`config.mk`:
```
export PLATFORM = sky130hd
export DESIGN_NAME = verlet_node_scheduler
export DESIGN_NICKNAME = d
export VERILOG_FILES = /design/src/rtl/verlet_node_scheduler.sv
export SDC_FILE = /design/constraint.sdc
export NUM_CORES = 1
export LEC_CHECK = 0
export BUFFER_PORTS_ARGS = -buffer_cell sky130_fd_sc_hd__buf_2
export CAP_MARGIN = 25
export CORE_MARGIN = 3
export CORE_UTILIZATION = 53
export CTS_BUF_LIST = sky130_fd_sc_hd__clkbuf_8 sky130_fd_sc_hd__clkbuf_16
export CTS_CLUSTER_DIAMETER = 80
export CTS_CLUSTER_SIZE = 10
export DETAILED_ROUTE_END_ITERATION = 10
export GPL_ROUTABILITY_DRIVEN = 1
export HOLD_SLACK_MARGIN = 0.12
export PLACE_DENSITY = 0.89
export RECOVER_POWER = 100
export SLEW_MARGIN = 25
export SYNTH_ARGS = -nofsm -noshare
export SYNTH_HDL_FRONTEND = slang
export SYNTH_SLANG_ARGS = --single-unit
export TNS_END_PERCENT = 100
```
`constraint.sdc`:
```
create_clock -name clk -period 1.95 [get_ports clk]
set_input_delay 0.0975 -clock clk [delete_from_list [all_inputs] [get_ports clk]]
set_output_delay 0.0975 -clock clk [all_outputs]
set_load 0.005 [all_outputs]
```
`src/rtl/verlet_node_scheduler.sv`:
```
// verlet_node_scheduler
// Runs one cloth/verlet frame on request: a verlet-update sweep over all NODES,
// then CONSTRAINT_ITERS constraint-fix sweeps. Exactly one node is enabled at a
// time and the scheduler advances only on that node's done bit.
// Optional watchdog: define SCHED_TIMEOUT_EN to force an advance after TIMEOUT
// silent cycles and raise the sticky timeout_err flag.
// Ports:
//   clk, reset     - clock and synchronous active-high reset
//   start          - request one frame (honoured only in IDLE)
//   node_done      - per-node completion, only the enabled node's bit counts
//   verlet_en      - one-hot verlet-step enable
//   constraint_en  - one-hot constraint-fix enable
//   active_node    - index of the enabled node, 0 when idle
//   busy           - frame in progress (through the DONE cycle)
//   frame_done     - one-cycle pulse in DONE
//   step_count     - completed frame counter, wraps
//   timeout_err    - sticky watchdog flag (SCHED_TIMEOUT_EN only)
module verlet_node_scheduler #(
    parameter int unsigned NODES            = 5,
    parameter int unsigned CONSTRAINT_ITERS = 2,
    parameter int unsigned STEP_W           = 16,
    parameter int unsigned TIMEOUT          = 64
) (
    input  logic                                          clk,
    input  logic                                          reset,
    input  logic                                          start,
    input  logic [NODES-1:0]                              node_done,
    output logic [NODES-1:0]                              verlet_en,
    output logic [NODES-1:0]                              constraint_en,
    output logic [((NODES > 1) ? $clog2(NODES) : 1)-1:0]  active_node,
    output logic                                          busy,
    output logic                                          frame_done,
`ifdef SCHED_TIMEOUT_EN
    output logic [STEP_W-1:0]                             step_count,
    output logic                                          timeout_err
`else
    output logic [STEP_W-1:0]                             step_count
`endif
);

    localparam int unsigned AW = (NODES > 1) ? $clog2(NODES) : 1;
    localparam int unsigned IW = (CONSTRAINT_ITERS > 1) ? $clog2(CONSTRAINT_ITERS + 1) : 1;

    typedef enum logic [1:0] {
        S_IDLE       = 2'd0,
        S_VERLET     = 2'd1,
        S_CONSTRAINT = 2'd2,
        S_DONE       = 2'd3
    } state_t;

    state_t        state;
    logic [IW-1:0] iter;

    logic hit_c;
    logic last_c;
    logic working_c;
    logic advance_c;

    // The enables are one-hot, so masking with them selects the active node's done bit.
    assign hit_c     = |(node_done & (verlet_en | constraint_en));
    assign last_c    = (active_node == AW'(NODES - 1));
    assign working_c = (state == S_VERLET) || (state == S_CONSTRAINT);

`ifdef SCHED_TIMEOUT_EN
    localparam int unsigned TW = (TIMEOUT > 1) ? $clog2(TIMEOUT + 1) : 1;

    logic [TW-1:0] wait_cnt;
    logic          expire_c;

    assign expire_c  = (wait_cnt == TW'(TIMEOUT - 1));
    assign advance_c = hit_c || expire_c;

    // Watchdog: counts cycles the current enable has been held without a done.
    always_ff @(posedge clk) begin
        if (reset) begin
            wait_cnt    <= '0;
            timeout_err <= 1'b0;
        end else begin
            if (working_c && !advance_c) begin
                wait_cnt <= wait_cnt + TW'(1);
            end else begin
                wait_cnt <= '0;
            end
            if (working_c && expire_c && !hit_c) begin
                timeout_err <= 1'b1;
            end
        end
    end
`else
    assign advance_c = hit_c;
`endif

    // Frame sequencer: IDLE -> VERLET -> CONSTRAINT -> DONE -> IDLE.
    always_ff @(posedge clk) begin
        if (reset) begin
            state         <= S_IDLE;
            iter          <= '0;
            verlet_en     <= '0;
            constraint_en <= '0;
            active_node   <= '0;
            busy          <= 1'b0;
            frame_done    <= 1'b0;
            step_count    <= '0;
        end else begin
            frame_done <= 1'b0;
            case (state)
                S_IDLE: begin
                    if (start) begin
                        state       <= S_VERLET;
                        verlet_en   <= NODES'(1);
                        active_node <= '0;
                        iter        <= '0;
                        busy        <= 1'b1;
                    end
                end
                S_VERLET: begin
                    if (advance_c) begin
                        if (!last_c) begin
                            verlet_en   <= verlet_en << 1;
                            active_node <= active_node + AW'(1);
                        end else begin
                            verlet_en   <= '0;
                            active_node <= '0;
                            if (CONSTRAINT_ITERS == 0) begin
                                state      <= S_DONE;
                                frame_done <= 1'b1;
                                step_count <= step_count + STEP_W'(1);
                            end else begin
                                state         <= S_CONSTRAINT;
                                constraint_en <= NODES'(1);
                                iter          <= '0;
                            end
                        end
                    end
                end
                S_CONSTRAINT: begin
                    if (advance_c) begin
                        if (!last_c) begin
                            constraint_en <= constraint_en << 1;
                            active_node   <= active_node + AW'(1);
                        end else if (iter != IW'(CONSTRAINT_ITERS - 1)) begin
                            // Another constraint sweep: restart at node 0 without a gap.
                            iter          <= iter + IW'(1);
                            constraint_en <= NODES'(1);
                            active_node   <= '0;
                        end else begin
                            state         <= S_DONE;
                            constraint_en <= '0;
                            active_node   <= '0;
                            frame_done    <= 1'b1;
                            step_count    <= step_count + STEP_W'(1);
                        end
                    end
                end
                S_DONE: begin
                    state <= S_IDLE;
                    busy  <= 1'b0;
                end
                default: begin
                    state <= S_IDLE;
                end
            endcase
        end
    end

endmodule
```
==> results of run 1 <==
==> worst max-delay path by stage <==
stage	start	cells after the start	end	slack, ns
after global routing	active_node[1]	8	step_count[14]	0.02
final	active_node[0]	7	step_count[11]	0.11
after floorplan	active_node[0]	7	step_count[14]	0.21
after CTS	active_node[0]	7	iter[1]	0.03
after detailed placement	active_node[0]	7	iter[1]	-0.04
after global placement	active_node[0]	7	iter[1]	0.05
==> placed cells by master, fill, tap and decap left out, types with 2 or more instances in the layout <==
cell type,count
buf_4,9
nand3_1,6
clkbuf_1,10
o21ai_0,16
inv_1,7
o21a_1,3
nor2_1,18
xor2_1,10
a22o_1,4
nand2b_1,8
mux2i_1,3
o21ai_1,3
a31oi_1,2
and3_1,3
nand4_1,7
o2111ai_1,5
or4_1,2
a221oi_1,2
clkbuf_8,6
or3_1,2
nand2_1,13
o211ai_1,6
buf_2,29
ha_4,2
dfxtp_1,34
a21oi_1,11
ha_1,7
==> layer usage <==
metal,wire [µm],global-route usage (%)
met5,0,0
met3,276,4.22
met1,2000,28.1
met2,2020,34.2
met4,40,7.82
==> cell families after synthesis <==
group / after synthesis / share of synthesized area [%]
adders and majority gates: 9 / 6.32
DFF: 35 / 39.3
AOI/OAI and AO/OA: 59 / 21.9
buffers and inverters: 15 / 3.30
muxes: 3 / 1.69
xor gates and xnor gates: 10 / 4.92
and+or+nand+nor: 72 / 22.5
==> state kept, by name, indices dropped and copies added, names as in the netlist <==
| signal | cells |
|---|---|
| step_count | 16 |
| iter | 2 |
| busy | 1 |
| state | 2 |
| constraint_en | 5 |
| frame_done | 1 |
| active_node | 3 |
| verlet_en | 5 |
==> cells in the mapped netlist (2+ instances only) <==
master,instances
o21a_1,3
nand4_1,7
ha_1,9
xor2_1,10
a31oi_1,2
clkbuf_1,5
a221oi_1,2
o21ai_0,16
dfxtp_1,35
nand2b_1,8
a22o_1,4
buf_2,2
o21ai_1,3
nand3_1,6
o2111ai_1,5
inv_1,8
nor2_1,17
and3_1,3
a21oi_1,11
or3_1,2
or4_1,2
nand2_1,13
mux2i_1,3
o211ai_1,6
==> repair_timing <==
item                       in CTS  in global routing
hold buffers                    0                  0
resized for setup               1                  9
pin swaps                       0                  0
setup endpoints to repair       1                  3
==> through the flow <==
stage | hold WS, ns | total power (W) | worst slack (ns)
2_1_floorplan | 0.269 | 0.00123 | 0.213
3_3_place_gp | 0.445 | 0.00142 | 0.0477
3_5_place_dp | 0.449 | 0.00146 | -0.0365
4_1_cts | 0.151 | 0.00197 | 0.0330
5_1_grt | 0.188 | 0.00210 | 0.0154
6_report | 0.161 | 0.00200 | 0.114
==> critical path, stage by stage, from the launching register on <==
cell and delay, ns:
dfxtp_1 0.36, inv_2 0.10, ha_4 0.17, and4_4 0.25
and2_1 0.22, o21ai_0 0.19, or3_1 0.34, a21oi_1 0.14
==> area by class of cell <==
| class | count | area (µm²) |
|---|---|---|
| sequential | 35 | 702 |
| clock inverter | 1 | 5.00 |
| inverter | 8 | 30.0 |
| fill | 238 | 948 |
| multi-input combinational | 153 | 1050 |
| clock buffer | 6 | 82.6 |
| timing repair buffer | 49 | 255 |
| tap | 44 | 55.1 |
==> power breakdown <==
part	internal (W)	total (W)	switching (W)	leakage [nW]
logic	0.000252	0.000668	0.000416	0.554
registers	0.000761	0.000808	0.0000474	0.283
clock network	0.000277	0.000520	0.000243	0.0470
total	0.00129	0.00200	0.000707	0.884
==> key figures, run 1 <==
Run status
  • Run status: finished clean

Global route
  • Total GRT Usage: 21.3%
  • Initial antenna violation count: 0
  • Largest net degree at the start of global routing: 31
  • Vias in the first global route: 1,582
  • Total gr overflow: 0
  • Global-route wire length before repair: 7080 µm

Drt
  • DRT iter0 DRCs: 117
  • TritonRoute pass-1 iters: 4
  • WL final: between 4000 and 5000 µm
  • Routed vias: about 1,700
  • Wire per inst: approximately 15 µm
  • # DRC: 0
  • Post-route antenna net violation count: 0
  • DR vias/cell: 5.89

Floorplan
  • Ports: 39
  • Die height: around 64 µm
  • Die ar.: ~4000 µm²
  • Placeable Area: approximately 3100 µm²
  • Starting Density: 57.0%
  • Die Span X: 64.0 µm
  • Rows: 20

Synthesis
  • Part of the Yosys area used for sequential elements: 39.3%
  • EDFF count, synth: 0
  • Largest area contributor in the netlist: dfxtp_1
  • Synth top area share: 39.3%
  • Mapped Area: 1780 µm²
  • Ys async rst share: 0%
  • Synth Warn #: 0
  • Syn_nets: 220
  • Synth area leaders: dfxtp_1 39%, ha_1 6.3%, xor2_1 4.9%
  • Synth Flop Type: dfxtp_1
  • Average size of a mapped cell: ~8.8 µm²
  • Post-synth cell types: 45
  • Cell count after synthesis: 203
  • Number of synthesized register bits: 35

Layout
  • Final instance area: 2180 µm²
  • Layout Utilization: 69.7%
  • Non-filler cells, final: 296
  • Share of cells above drive strength 1: 23.4%
  • # diodes: 0
  • Final net count: 269
  • Area grow syn2layout: 22.3%

STA
  • RSZ-0062 raised after global routing: no
  • Setup TNS: 0 ns
  • Final Hold Viols: 0
  • Relative slew slack: 51.9%
  • Clock Skews: approximately 0.0055 ns
  • Final min period: 1.84 ns
  • Fin crit share: 94.1%
  • Final setup viols: 0
  • Final Slew Violations: 0
  • Slew at the pin closest to its max-slew limit: approximately 0.71 ns
  • Max Freq: ~540 MHz

Clock tree
  • Clock Latency Late Sink: 0.28 ns
  • Clock Pin Slew Worst Setup and Hold Paths: 0.07 ns
  • H-tree levels: 2
  • Longest Clk Path Bufs: 2
  • Setup Buffers After CTS: 0
  • Clock Sinks: 35
  • Root buffer cell: clkbuf_8
  • Num CTS Buffers: 5
  • CTS tree: done

Critical path
  • Reg2reg setup slack: around 0.11 ns
  • Required @ worst endpoint: between 2 and 2.5 ns
  • Reg-to-Reg Start: active_node[0]
  • Reg2reg path depth: 7
  • Worst Path Class, Setup: reg -> reg
  • Worst Path Arrival: slightly above 2 ns
  • FF-to-FF End: step_count[11]
  • CP startpoint kind: flip-flop
  • Worst-path fanout max: 5
  • Worst setup EP type: flip-flop

Worst hold path
  • Worst hold path depth: 3
  • Hold Startpoint: reset
  • Hold Crit Class: in -> reg
  • Hold Path End: step_count[6]

Power and ir drop
  • Standby leakage power: 0.884 nW
  • Peak VDD IR: 0.522 mV
  • Pwr dens: about 920 nW/µm²

Placed design
  • GPL Wtd Cong: 0.908
  • Placed cell count: between 200 and 300
  • PortBufs: 38
  • DP HPWL: 3180 µm
  • Placed Area: around 2100 µm²

Run
  • Maxcap violations: 0
Note: power is estimated with default switching activity, not from simulation.
==> run 2: changes to the inputs <==
--- a/config.mk
+++ b/config.mk
@@ -15,7 +15,7 @@
 export DETAILED_ROUTE_END_ITERATION = 10
 export GPL_ROUTABILITY_DRIVEN = 1
 export HOLD_SLACK_MARGIN = 0.12
-export PLACE_DENSITY = 0.89
+export PLACE_DENSITY_LB_ADDON = 0.05
 export RECOVER_POWER = 100
 export SLEW_MARGIN = 25
 export SYNTH_ARGS = -nofsm -noshare
==> key figures, run 2 (synthesis gave the netlist of run 1 again) <==
Clock tree
  • Clock Sinks: 35 (unchanged)
  • Root buffer cell: clkbuf_8
  • Hold-fix buffers, CTS: 0 (unchanged)
  • Clock Latency Late Sink: 0.29 ns (about the same)
  • H-tree levels: 2 (unchanged)
  • Longest Clk Path Bufs: 2 (unchanged)
  • CTS tree: done
  • Clock Pin Slew Worst Setup and Hold Paths: 0.07 ns (about the same)
  • Num CTS Buffers: 5 (unchanged)
  • Setup Buffers After CTS: 0 (unchanged)

Drt
  • Wire per inst: 14.6 µm (-0.62%)
  • DRT iter0 DRCs: 106 (-9.4%)
  • DR vias/cell: 5.73 (-2.6%)
  • # DRC: 0 (unchanged)
  • Post-route antenna net violation count: 0 (unchanged)
  • TritonRoute pass-1 iters: 4 (unchanged)
  • WL final: 4280 µm (-1.3%)
  • Routed vias: 1,686 (-3.2%)

STA
  • Final Hold Viols: 0 (unchanged)
  • Final setup viols: 0 (unchanged)
  • Slew at the pin closest to its max-slew limit: 0.764 ns (+0.0516 ns)
  • Setup TNS: 0 ns (unchanged)
  • Final Slew Violations: 0 (unchanged)
  • Fin crit share: 95.1% (+0.94 points)
  • Final min period: 1.85 ns (+0.0183 ns)
  • Clock Skews: 0.00383 ns (-0.00163 ns)
  • Max Freq: 539 MHz (-0.99%)
  • Relative slew slack: 48.4% (-3.5 points)

Critical path
  • Required @ worst endpoint: 2.17 ns (about the same)
  • Worst Path Arrival: 2.07 ns (+0.02 ns)
  • Critical path's slowest cell: or4b_1
  • FF-to-FF End: iter[1]
  • Largest delay share family, worst path: simple AND/OR/NAND/NOR gates
  • Count of buffer and inverter cells on the critical path: 1 (unchanged)
  • CP startpoint kind: flip-flop
  • CP Launch Point: state[0]
  • CP Capture Point: iter[1]
  • Most used cell along the critical path: a21oi_1
  • Worst-path fanout max: 4 (-1)
  • Worst Path Class, Setup: reg -> reg
  • Worst path max stage delay: 0.51 ns (+0.15 ns)
  • Reg2reg path depth: 7 (unchanged)
  • Worst path depth: 7 (unchanged)
  • Reg2reg setup slack: 0.1 ns (-0.02 ns)
  • Worst setup EP type: flip-flop
  • Worst path cell trace: inv_1, ha_1, nor2b_1, a21oi_1, o21ai_2, or4b_1, a21oi_1
  • Reg-to-Reg Start: state[0]

Global route
  • Total GRT Usage: 21.7% (+0.40 points)
  • Total gr overflow: 0 (unchanged)
  • Initial antenna violation count: 0 (unchanged)
  • Largest net degree at the start of global routing: 18 (-42%)
  • Global-route wire length before repair: 7020 µm (-0.88%)
  • Vias in the first global route: 1,530 (-3.3%)

Layout
  • Largest register FFs: 16 (unchanged)
  • Biggest regs: step_count (16), constraint_en (5), verlet_en (5)
  • # diodes: 0 (unchanged)
  • Most common cell after layout, fill and taps aside: dfxtp_1
  • Area grow syn2layout: 22.1%
  • Biggest register: step_count
  • Non-filler cells, final: 294 (-0.68%)
  • Share of cells above drive strength 1: 24.4% (+0.99 points)
  • Most frequent cells in the layout: 33 x dfxtp_1, 29 x buf_2, 17 x nor2_1, 13 x nand2_1, 13 x o21ai_0
  • Final net count: 266 (-1.1%)

Run status
  • Run status: finished clean

Floorplan
  • Rows: 20 (unchanged)
  • Die Span X: 64.0 µm (unchanged)
  • Placeable Area: 3130 µm² (unchanged)
  • Die ar.: 4090 µm² (unchanged)
  • Ports: 39 (unchanged)
  • Die height: 64.0 µm (unchanged)
  • Starting Density: 57.0% (unchanged)

Run
  • Maxcap violations: 0 (unchanged)

Power and ir drop
  • Pwr dens: 932 nW/µm² (+1.7%)
  • Standby leakage power: 0.881 nW (-0.36%)
  • Peak VDD IR: 0.677 mV (+30%)

Placed design
  • Placed cell count: 286 (-1.0%)
  • PortBufs: 38 (unchanged)
  • GPL Wtd Cong: 0.801 (-12%)
  • DP HPWL: 3170 µm (-0.34%)

Worst hold path
  • Hold Crit Class: in -> reg
run 2: through the flow:
| stage | total power, W | cell area, µm² | hold WS (ns) | util [%] | setup slack, ns |
|---|---|---|---|---|---|
| 2_1_floorplan | 0.00123 | 1780 | 0.269 | - | 0.213 |
| 3_3_place_gp | 0.00140 | 2060 | 0.450 | 65.8 | -0.000677 |
| 3_5_place_dp | 0.00143 | 2060 | 0.459 | 65.8 | -0.0450 |
| 4_1_cts | 0.00200 | 2160 | 0.158 | 69.0 | 0.0188 |
| 5_1_grt | 0.00215 | 2170 | 0.188 | 69.5 | -0.0368 |
| 6_report | 0.00203 | 2170 | 0.166 | 69.5 | 0.0960 |
run 2: worst min-delay path by stage:
stage / startpoint / to / slack (ns) / cells past startpoint
after floorplan: reset / step_count[13] / 0.27 / 2
after global routing: reset / step_count[12] / 0.19 / 2
final: start / verlet_en[0] / 0.17 / 3
after CTS: start / verlet_en[0] / 0.16 / 3
after detailed placement: start / verlet_en[0] / 0.46 / 3
after global placement: reset / step_count[12] / 0.45 / 2
run 2: routing by layer:
layer | wire length [µm] | part of all wire, % | vias up | GRT usage, %
met5 | 0 | 0 | - | 0
met4 | 55 | 1.3 | 0 | 6.47
met3 | 268 | 6.3 | 8 | 6.50
met2 | 1970 | 46 | 55 | 33.7
met1 | 1990 | 46 | 785 | 28.8
li1 | - | - | 838 | -
run 2: worst reg2reg max path, stage by stage (launching register included):
cell,delay [ns]
dfxtp_2,0.36
inv_1,0.08
ha_1,0.22
nor2b_1,0.17
a21oi_1,0.17
o21ai_2,0.11
or4b_1,0.51
a21oi_1,0.16
run 2: final cells by class:
| cell class | instances | area (µm²) |
|---|---|---|
| Multi-Input combinational cell | 153 | 1050 |
| Sequential cell | 35 | 703 |
| Fill cell | 272 | 953 |
| Tap cell | 44 | 55.1 |
| Clock inverter | 1 | 3.75 |
| Inverter | 8 | 30.0 |
| Clock buffer | 7 | 96.3 |
| Timing Repair Buffer | 46 | 235 |
run 2: report_power, final:
group	total (W)	leakage, nW	internal (W)	switching [W]
Sequential	0.000810	0.284	0.000762	0.0000480
Combinational	0.000646	0.541	0.000242	0.000404
Clock	0.000571	0.0557	0.000317	0.000254
run 2: repair_timing:
| action | 4_1_cts | 5_1_grt |
|---|---|---|
| gates resized for setup | 1 | 12 |
| setup endpoints to repair | 1 | 10 |
| hold endpoints to repair | 0 | 0 |
